### config.mk
export PLATFORM = sky130hd
export DESIGN_NAME = cam_deserializer
export DESIGN_NICKNAME = d
export VERILOG_FILES = /design/src/rtl/cam_deserializer.sv
export SDC_FILE = /design/constraint.sdc
export NUM_CORES = 1
export LEC_CHECK = 0
export ABC_CLOCK_PERIOD_IN_PS = 1300
export CAP_MARGIN = 20
export CORE_ASPECT_RATIO = 0.7
export CORE_UTILIZATION = 49
export CTS_CLUSTER_DIAMETER = 80
export DETAILED_ROUTE_END_ITERATION = 8
export GPL_TIMING_DRIVEN = 0
export PLACE_DENSITY = 0.86
export SYNTH_ARGS = -nofsm -noshare
export SYNTH_HDL_FRONTEND = slang
export SYNTH_SLANG_ARGS = --single-unit
### constraint.sdc
create_clock -name clk_i -period 1.3 [get_ports clk_i]
set_input_delay 0.26 -clock clk_i [delete_from_list [all_inputs] [get_ports clk_i]]
set_output_delay 0.26 -clock clk_i [all_outputs]
set_load 0.05 [all_outputs]
### src/rtl/cam_deserializer.sv
// cam_deserializer: ESP32 camera-port nibble link receiver; 10-nibble packets -> 32-bit words (CAM_DESERIALIZER_STATS_EN adds counters).
// Latency: valid_o rises SYNC_STAGES+2 clk_i cycles after the sync-nibble pclk rise at the pin.
// Backpressure: none toward the link; an unconsumed word is overwritten (last wins) and overrun_o is set.
module cam_deserializer #(
    parameter int SYNC_STAGES  = 2,
    parameter int IDLE_TIMEOUT = 16,
    parameter int TO_WIDTH     = $clog2(IDLE_TIMEOUT + 1)
) (
    input  logic        clk_i,
    input  logic        rst_i,
    input  logic        cam_pclk,
    input  logic        cam_sync,
    input  logic [3:0]  cam_data,
    output logic [31:0] word_o,
    output logic        valid_o,
    input  logic        ready_i,
    output logic        frame_err_o,
    output logic        overrun_o,
    input  logic        clr_i
`ifdef CAM_DESERIALIZER_STATS_EN
    ,
    output logic [15:0] pkt_count_o,
    output logic [15:0] err_count_o
`endif
);

    typedef enum logic [1:0] {
        ST_HUNT,
        ST_DATA,
        ST_SYNC,
        ST_PAD
    } state_t;

    localparam logic [TO_WIDTH-1:0] TO_MAX = TO_WIDTH'(IDLE_TIMEOUT);
    localparam logic [TO_WIDTH-1:0] TO_PRE = TO_WIDTH'(IDLE_TIMEOUT - 1);

    logic [SYNC_STAGES-1:0]      pclk_sr;
    logic [SYNC_STAGES-1:0]      sync_sr;
    logic [SYNC_STAGES-1:0][3:0] data_sr;
    logic                        pclk_prev;

    logic                        pclk_s;
    logic                        sync_s;
    logic [3:0]                  data_s;
    logic                        rise;

    logic [TO_WIDTH-1:0]         idle_cnt;
    logic                        timeout;

    state_t                      state;
    state_t                      state_n;
    logic [2:0]                  nib_cnt;
    logic [31:0]                 shreg;
    logic                        deliver_pend;

    logic                        shift;
    logic                        nib_inc;
    logic                        nib_clr;
    logic                        err_set;
    logic                        deliver;

    // All three inputs share one depth so nibble/sync stay aligned with pclk.
    always_ff @(posedge clk_i) begin
        if (rst_i) begin
            pclk_sr   <= '0;
            sync_sr   <= '0;
            data_sr   <= '0;
            pclk_prev <= 1'b0;
        end else begin
            pclk_sr[0] <= cam_pclk;
            sync_sr[0] <= cam_sync;
            data_sr[0] <= cam_data;
            for (int i = 1; i < SYNC_STAGES; i++) begin
                pclk_sr[i] <= pclk_sr[i-1];
                sync_sr[i] <= sync_sr[i-1];
                data_sr[i] <= data_sr[i-1];
            end
            pclk_prev <= pclk_sr[SYNC_STAGES-1];
        end
    end

    assign pclk_s = pclk_sr[SYNC_STAGES-1];
    assign sync_s = sync_sr[SYNC_STAGES-1];
    assign data_s = data_sr[SYNC_STAGES-1];
    assign rise   = pclk_s & ~pclk_prev;

    // One-cycle timeout event on the transition into saturation.
    assign timeout = ~rise && (idle_cnt == TO_PRE);

    always_ff @(posedge clk_i) begin
        if (rst_i) begin
            idle_cnt <= '0;
        end else if (rise) begin
            idle_cnt <= '0;
        end else if (idle_cnt != TO_MAX) begin
            idle_cnt <= idle_cnt + 1'b1;
        end
    end

    always_ff @(posedge clk_i) begin
        if (rst_i) begin
            state <= ST_HUNT;
        end else begin
            state <= state_n;
        end
    end

    always_comb begin
        state_n = state;
        shift   = 1'b0;
        nib_inc = 1'b0;
        nib_clr = 1'b0;
        err_set = 1'b0;
        deliver = 1'b0;
        case (state)
            ST_HUNT: begin
                if (rise && sync_s) begin
                    state_n = ST_PAD;
                end else if (timeout) begin
                    state_n = ST_DATA;
                    nib_clr = 1'b1;
                end
            end
            ST_DATA: begin
                if (rise) begin
                    if (sync_s) begin
                        err_set = 1'b1;
                        state_n = ST_PAD;
                    end else begin
                        shift   = 1'b1;
                        nib_inc = 1'b1;
                        if (nib_cnt == 3'd7) begin
                            state_n = ST_SYNC;
                        end
                    end
                end else if (timeout && (nib_cnt != 3'd0)) begin
                    err_set = 1'b1;
                    nib_clr = 1'b1;
                end
            end
            ST_SYNC: begin
                if (rise) begin
                    if (sync_s) begin
                        deliver = 1'b1;
                        state_n = ST_PAD;
                    end else begin
                        err_set = 1'b1;
                        state_n = ST_HUNT;
                    end
                end else if (timeout) begin
                    err_set = 1'b1;
                    nib_clr = 1'b1;
                    state_n = ST_DATA;
                end
            end
            ST_PAD: begin
                if (rise) begin
                    if (sync_s) begin
                        err_set = 1'b1;
                    end else begin
                        nib_clr = 1'b1;
                        state_n = ST_DATA;
                    end
                end else if (timeout) begin
                    err_set = 1'b1;
                    nib_clr = 1'b1;
                    state_n = ST_DATA;
                end
            end
            default: state_n = ST_HUNT;
        endcase
    end

    // nib_cnt wraps 7->0 on the eighth shift, leaving it ready for the next packet.
    always_ff @(posedge clk_i) begin
        if (rst_i) begin
            nib_cnt      <= 3'd0;
            shreg        <= 32'd0;
            deliver_pend <= 1'b0;
        end else begin
            if (nib_clr) begin
                nib_cnt <= 3'd0;
            end else if (nib_inc) begin
                nib_cnt <= nib_cnt + 3'd1;
            end
            if (shift) begin
                shreg <= {data_s, shreg[31:4]};
            end
            deliver_pend <= deliver;
        end
    end

    always_ff @(posedge clk_i) begin
        if (rst_i) begin
            word_o      <= 32'd0;
            valid_o     <= 1'b0;
            overrun_o   <= 1'b0;
            frame_err_o <= 1'b0;
        end else begin
            if (deliver_pend) begin
                word_o  <= shreg;
                valid_o <= 1'b1;
            end else if (valid_o && ready_i) begin
                valid_o <= 1'b0;
            end

            if (deliver_pend && valid_o && !ready_i) begin
                overrun_o <= 1'b1;
            end else if (clr_i) begin
                overrun_o <= 1'b0;
            end

            if (err_set) begin
                frame_err_o <= 1'b1;
            end else if (clr_i) begin
                frame_err_o <= 1'b0;
            end
        end
    end

`ifdef CAM_DESERIALIZER_STATS_EN
    always_ff @(posedge clk_i) begin
        if (rst_i) begin
            pkt_count_o <= 16'd0;
            err_count_o <= 16'd0;
        end else begin
            if (deliver_pend) begin
                pkt_count_o <= pkt_count_o + 16'd1;
            end
            if (err_set) begin
                err_count_o <= err_count_o + 16'd1;
            end
        end
    end
`endif

endmodule

==> flow_metrics.tcl, run 1 <==
set metrics [dict create \
    status "complete, but fails checks" \
    violations "setup timing" \
    syn_to_final_growth_pct 29.25 \
    maxCapViolations 0 \
    core_area_um2 6756 \
    synth-seq-cells 91 \
    min_delay_worst_endpoint "sync_sr[1]$_SDFF_PP0_" \
    swShare 0.2258 \
    maxSlewViolCount 0 \
    clk_path_buf_depth 2 \
    slew-limit-headroom 0.5346 \
    grt_pass1_wl_mm 11.28 \
    rows 25 \
    overflow 0 \
    clock_latency_ps 360 \
    worst_r2r_endpoint "nib_cnt[2]$_SDFFE_PP0P_" \
    die_h_um 72.10 \
    use_met2 0.3304 \
    cp-end-kind "flop" \
    cts.sinks 91 \
    power.leakage_uw 0.001724 \
    netlist_area_um2 3440 \
    ys_warn_count 0 \
    min_period_ps 1378 \
    internal_power_uw 3839 \
    final_cell_mix "dfxtp_1, buf_2, nor2_1" \
    syn_inst 350 \
    clk_pin_slew_ps 90 \
    finalSetupViolations 34 \
    first_iter_violations 118 \
    wl_per_cell_um 14.33 \
    grt_util_met3 0.06358 \
    die_width_um 102.1 \
    grt_max_degree 16 \
    worstMarginPinSlew_ps 698.1 \
    path_cells "nand2b_4 > buf_6 > nor3_4 > buf_6 > clkbuf_16 > nand2_4 > a21oi_2" \
    finalCoreUtilization 0.6580 \
    layout-drive-gt1-share 0.4108 \
    seq_area_frac_synth 0.5296 \
    dp_worst_setup_slack_ps -401.4 \
    cp.arrival_ps 1670 \
    place.gp.congestion 0.7640 \
    drc 0 \
    avgSynthCellArea_um2 9.827 \
    dp_hpwl_mm 4.704 \
    fin_worst_skew_ps 11.89 \
    cp-start-kind "flop" \
    power.density_nw_per_um2 1115 \
    tritoncts "done" \
    nets 437 \
    seqPwrFrac 0.573 \
    grt_pass1_vias 2440 \
    layout_commonest_cell "dfxtp_1" \
    hp-class "reg2reg" \
    cpLargestDelayFamily "buffers and inverters" \
    path_buf_inv 3 \
    reg2reg_depth 7 \
    seqCellArea_um2 1838 \
    rsz0062_at_grt "yes" \
    top_usage_layer "met2" \
    syn-num-nets 366 \
    p_sw_uw 1120 \
    r2r-start "pclk_prev$_SDFF_PP0_" \
    die_area_um2 7364 \
    final_antenna_net_count 0 \
    crit_path_top_delay_cell "dfxtp_2" \
    fill_cells 563 \
    io_buffers 43 \
    vias_per_cell 4.996 \
    initial_core_util 0.5091 \
    combPwrFrac 0.038 \
    h-tree-depth 3 \
    fmax_mhz 725.8 \
    met1_usage 0.2531 \
    min_period_over_period 1.060 \
    hold_depth 1 \
    antenna_found_initial 0 \
    critical_path_required_ps 1590 \
    worstPathMaxFanout 5 \
    vias 2598 \
    wl_mm 7.449 \
    cts_buffers 9 \
    multi_input_area_um2 1653 \
    num_antenna_cells 0 \
    slowest_delay_ps 330 \
    cpMostUsedCell "buf_6" \
    pin_count 45 \
    hold_violations 0 \
    drt_first_pass_iters 4 \
    cts-root-buf "clkbuf_8" \
    fin_ws_ps -77.88 \
    ys_types 34 \
    ir_drop_mv 1.066 \
    clock_power_share 0.389 \
    regToRegSetupSlack_ps -80 \
    crit_type "reg2reg" \
    grt_util_all_layers 0.2005 \
    min_from "sync_sr[0]$_SDFF_PP0_" \
]
==> worst register-to-register path, cell delays in order (launching register included) <==
cell and delay, ps:
dfxtp_2 330, nand2b_4 140, buf_6 120, nor3_4 200, buf_6 170, clkbuf_16 160, nand2_4 50, a21oi_2 140
==> worst max path at each step <==
stage                                   from                       to  slack, ps  cells after the start
global placement                       rst_i  word_o[31]$_SDFFE_PP0P_       -330                      4
detailed placement                     rst_i   overrun_o$_SDFFE_PP0P_       -400                      4
CTS                     pclk_prev$_SDFF_PP0_   shreg[18]$_SDFFE_PP0P_        -70                      6
floorplan           idle_cnt[1]$_SDFFE_PP0P_    state[0]$_SDFFE_PP0P_        -40                      6
finish                  pclk_prev$_SDFF_PP0_  nib_cnt[2]$_SDFFE_PP0P_        -80                      7
global route            pclk_prev$_SDFF_PP0_  nib_cnt[2]$_SDFFE_PP0P_       -140                      7
==> sequential cells by signal, summed over array words and instances (netlist names), 2 cells and up <==
register / cells
data_s: 4
data_sr: 4
idle_cnt: 5
nib_cnt: 3
pclk_sr: 2
shreg: 32
state: 2
sync_sr: 2
word_o: 32
==> repair_timing <==
item	4_1_cts	5_1_grt
hold buffers	0	0
resized for setup	199	53
pin swaps	8	23
buffers inserted	12	4
gates cloned	0	3
endpoints found under the setup margin	84	67
==> power groups by stage <==
stage / clock [µW] / combinational [µW] / sequential [µW]
6_report: 1930 / 188 / 2840
5_1_grt: 2080 / 207 / 2840
4_1_cts: 1950 / 173 / 2840
3_5_place_dp: 0 / 153 / 2890
3_3_place_gp: 0 / 147 / 2890
2_1_floorplan: 0 / 99.6 / 2890
==> cell usage after synthesis (all sizes together) <==
master  instances  share of area
a211oi          2         0.0044
a21oi          35          0.073
a22oi           1         0.0022
a31oi           1         0.0018
a32oi           1         0.0025
a41oi           1         0.0025
and2            1         0.0018
and3            1         0.0018
and4            1         0.0025
buf            12          0.030
clkbuf         11          0.012
dfxtp          91           0.53
ha              6          0.022
inv             8         0.0087
mux2i          33          0.096
nand2          68          0.089
nand2b          3         0.0062
nand3           2         0.0029
nand3b          1         0.0022
nor2           38          0.041
nor2b          16          0.029
nor3            5          0.011
nor4            2         0.0036
nor4b           1         0.0069
o21ai           4         0.0058
or3             1         0.0018
xnor2           3         0.0076
xor2            1         0.0025
==> area by class of cell <==
type,instances,share of cell area
sequential,91,0.4135
multi-input combinational,228,0.3718
timing repair buffer,62,0.09851
buffer,21,0.03659
clock buffer,10,0.03096
tap,94,0.02646
clock inverter,6,0.01435
inverter,8,0.007881
==> layer usage <==
metal | share of wire | up-vias
met5 | 0 | -
met4 | 0.012 | 0
met3 | 0.041 | 10
met2 | 0.48 | 55
met1 | 0.46 | 1252
li1 | - | 1281
==> stage by stage <==
step	TNS, ps	total power, µW	instances	hold WS, ps	area, µm²
3_3_place_gp	-14370	3038	487	418.6	4031
6_report	-1033	4958	520	438.8	4446
5_1_grt	-3821	5134	520	437.5	4446
3_5_place_dp	-16890	3048	487	428.0	4031
2_1_floorplan	-637.3	2989	350	388.2	3483
4_1_cts	-1637	4960	514	436.6	4207
==> kinds of logic (layout without fill, tap and decap cells) <==
family / count (synthesis) / count (layout) / share of synthesized area
multiplexers: 33 / 33 / 0.09604
flip-flops: 91 / 91 / 0.5296
XOR/XNOR: 4 / 4 / 0.01019
AND/OR/NAND/NOR: 140 / 140 / 0.1997
buffers and inverters: 31 / 107 / 0.05056
adder cells (fa/ha/maj): 6 / 6 / 0.02183
AO/OA/AOI/OAI: 45 / 45 / 0.09204
Power figures use the tool's default switching activity.
==> inputs of run 2 (changes only) <==
--- a/config.mk
+++ b/config.mk
@@ -8,6 +8,7 @@
 export ABC_CLOCK_PERIOD_IN_PS = 1300
 export CAP_MARGIN = 20
 export CORE_ASPECT_RATIO = 0.7
+export CORE_MARGIN = 5
 export CORE_UTILIZATION = 49
 export CTS_CLUSTER_DIAMETER = 80
 export DETAILED_ROUTE_END_ITERATION = 8
==> run 2 against run 1 <==
Effect of this change:
- the run still ends with setup timing left
- fmax decreased by 3.7%
- flip-flop and latch count unchanged
- utilization decreased by 0.25 points
- first-iteration DRC count decreased by 38%
- hold slack got worse by 7.4 ps
- critical path depth unchanged
- sequential power about the same
- clock power decreased by 11%
- largest cell class unchanged
- setup slack got worse by 52 ps
==> flow_metrics.tcl, run 2 (same netlist as run 1, synthesis figures left out) <==
set metrics [dict create \
    crit_path_top_delay_cell "dfxtp_2" \
    status "complete, but fails checks" \
    cp.arrival_ps 1720 \
    grt_max_degree 17 \
    maxCapViolations 0 \
    vias 2608 \
    fin_ws_ps -130.3 \
    crit_type "reg2reg" \
    die_width_um 110.1 \
    rsz0062_at_grt "yes" \
    maxSlewViolCount 0 \
    path_buf_inv 3 \
    num_antenna_cells 0 \
    pin_count 45 \
    grt_pass1_vias 2496 \
    finalSetupViolations 37 \
    grt_pass1_wl_mm 11.99 \
    core_area_um2 6788 \
    min_period_over_period 1.100 \
    initial_core_util 0.5067 \
    reg_top3 "shreg x32, word_o x32, idle_cnt x5" \
    vias_per_cell 5.044 \
    placed_cell_area_um2 4031 \
    dp_hpwl_mm 4.840 \
    ir_drop_mv 0.6794 \
    cts-root-buf "clkbuf_8" \
    final_antenna_net_count 0 \
    syn_to_final_growth_pct 29.36 \
    slew-limit-headroom 0.5194 \
    worstPathMaxFanout 10 \
    cp-start-kind "flop" \
    violations "setup timing" \
    grt_util_all_layers 0.1756 \
    postLayoutCellArea_um2 4449 \
    drt_first_pass_iters 4 \
    path_cells "nand2b_4 > buf_4 > nor3_4 > buf_12 > buf_8 > nand2_1 > a21oi_2" \
    fill_cells 539 \
    final_cell_mix "dfxtp_1, nand2_1, nor2_1, buf_2, mux2i_1" \
    wl_mm 7.605 \
    io_buffers 43 \
    clk_path_buf_depth 2 \
    cts_buffers 9 \
    clock_latency_ps 360 \
    layout-drive-gt1-share 0.3617 \
    cts_hold_buf 0 \
    place.gp.congestion 0.8248 \
    die_area_um2 8822 \
    overflow 0 \
    rows 25 \
    fin_worst_skew_ps 11.27 \
    hp-class "in2reg" \
    finalCoreUtilization 0.6555 \
    cp-end-kind "flop" \
    fmax_mhz 699.2 \
    layout_commonest_cell "dfxtp_1" \
    drc 0 \
    worstMarginPinSlew_ps 720.9 \
    nets 434 \
    first_iter_violations 73 \
    die_h_um 80.10 \
    critical_path_required_ps 1590 \
    hold_violations 0 \
    wl_per_cell_um 14.71 \
    clk_pin_slew_ps 80 \
    cts.sinks 91 \
    fin_tns_setup_ps -2988 \
    cpLargestDelayFamily "simple AND/OR/NAND/NOR gates" \
    finalPower_uw 4727 \
    power.density_nw_per_um2 1062 \
    antenna_found_initial 0 \
    h-tree-depth 3 \
    min_period_ps 1430 \
    slowest_delay_ps 330 \
    power.leakage_uw 0.001616 \
    tritoncts "done" \
    whs_ps 431.4 \
]
run 2: changes by cell type in the layout (fill, tap and decap cells not counted), sizes merged:
cell,previous run,this run
buf,62,56
clkinv,2,4
bufinv,1,0
clkinvlp,2,1
clkbuf,23,26
run 2: worst paths after layout:
kind,start,end,slack [ps],cells past startpoint
hold reg to reg,data_s[0]$_SDFF_PP0_,shreg[28]$_SDFFE_PP0P_,440,2
setup reg to reg,pclk_prev$_SDFF_PP0_,shreg[14]$_SDFFE_PP0P_,-130,7
hold / removal,rst_i,deliver_pend$_SDFF_PP0_,430,3
setup / recovery,pclk_prev$_SDFF_PP0_,shreg[14]$_SDFFE_PP0P_,-130,7
run 2: what timing repair did:
item | 4_1_cts | 5_1_grt
setup endpoints to repair | 72 | 73
gates cloned | 3 | 0
buffers inserted | 7 | 5
pin swaps | 26 | 30
gates resized for setup | 206 | 43
run 2: power breakdown:
part,total (µW),switching (µW),internal (µW)
Sequential,2830,23.1,2810
Combinational,182,99.9,81.8
Clock,1710,997,714
Total,4730,1120,3610
run 2: stage by stage:
stage / cells / setup slack (ps)
6_report: 517 / -130.3
5_1_grt: 517 / -156.5
4_1_cts: 512 / -75.72
3_5_place_dp: 487 / -359.6
3_3_place_gp: 487 / -326.6
2_1_floorplan: 350 / -37.20
run 2: final cells by class:
| cell class | count | area [µm²] | area share |
|---|---|---|---|
| inverters | 8 | 32.53 | 0.007312 |
| clock buffers | 10 | 127.6 | 0.02868 |
| repair buffers | 58 | 441.7 | 0.09927 |
| flip-flops and latches | 91 | 1838 | 0.4131 |
| well taps | 94 | 117.6 | 0.02643 |
| clock inverters | 6 | 51.30 | 0.01153 |
| multi-input cells | 228 | 1650 | 0.3709 |
| plain buffers | 22 | 190.2 | 0.04274 |
run 2: metal layers:
metal  up-vias  share of wire  global-route usage
li1       1289              -                   -
met2        70           0.49              0.2839
met3        17          0.049             0.05703
met5         -              0                   0
met4         0          0.019             0.05658
met1      1232           0.45              0.2221
run 2: worst min-delay path, stage by stage:
cell	delay, ps
clkbuf_1	180
nor2_1	140
and4_1	180
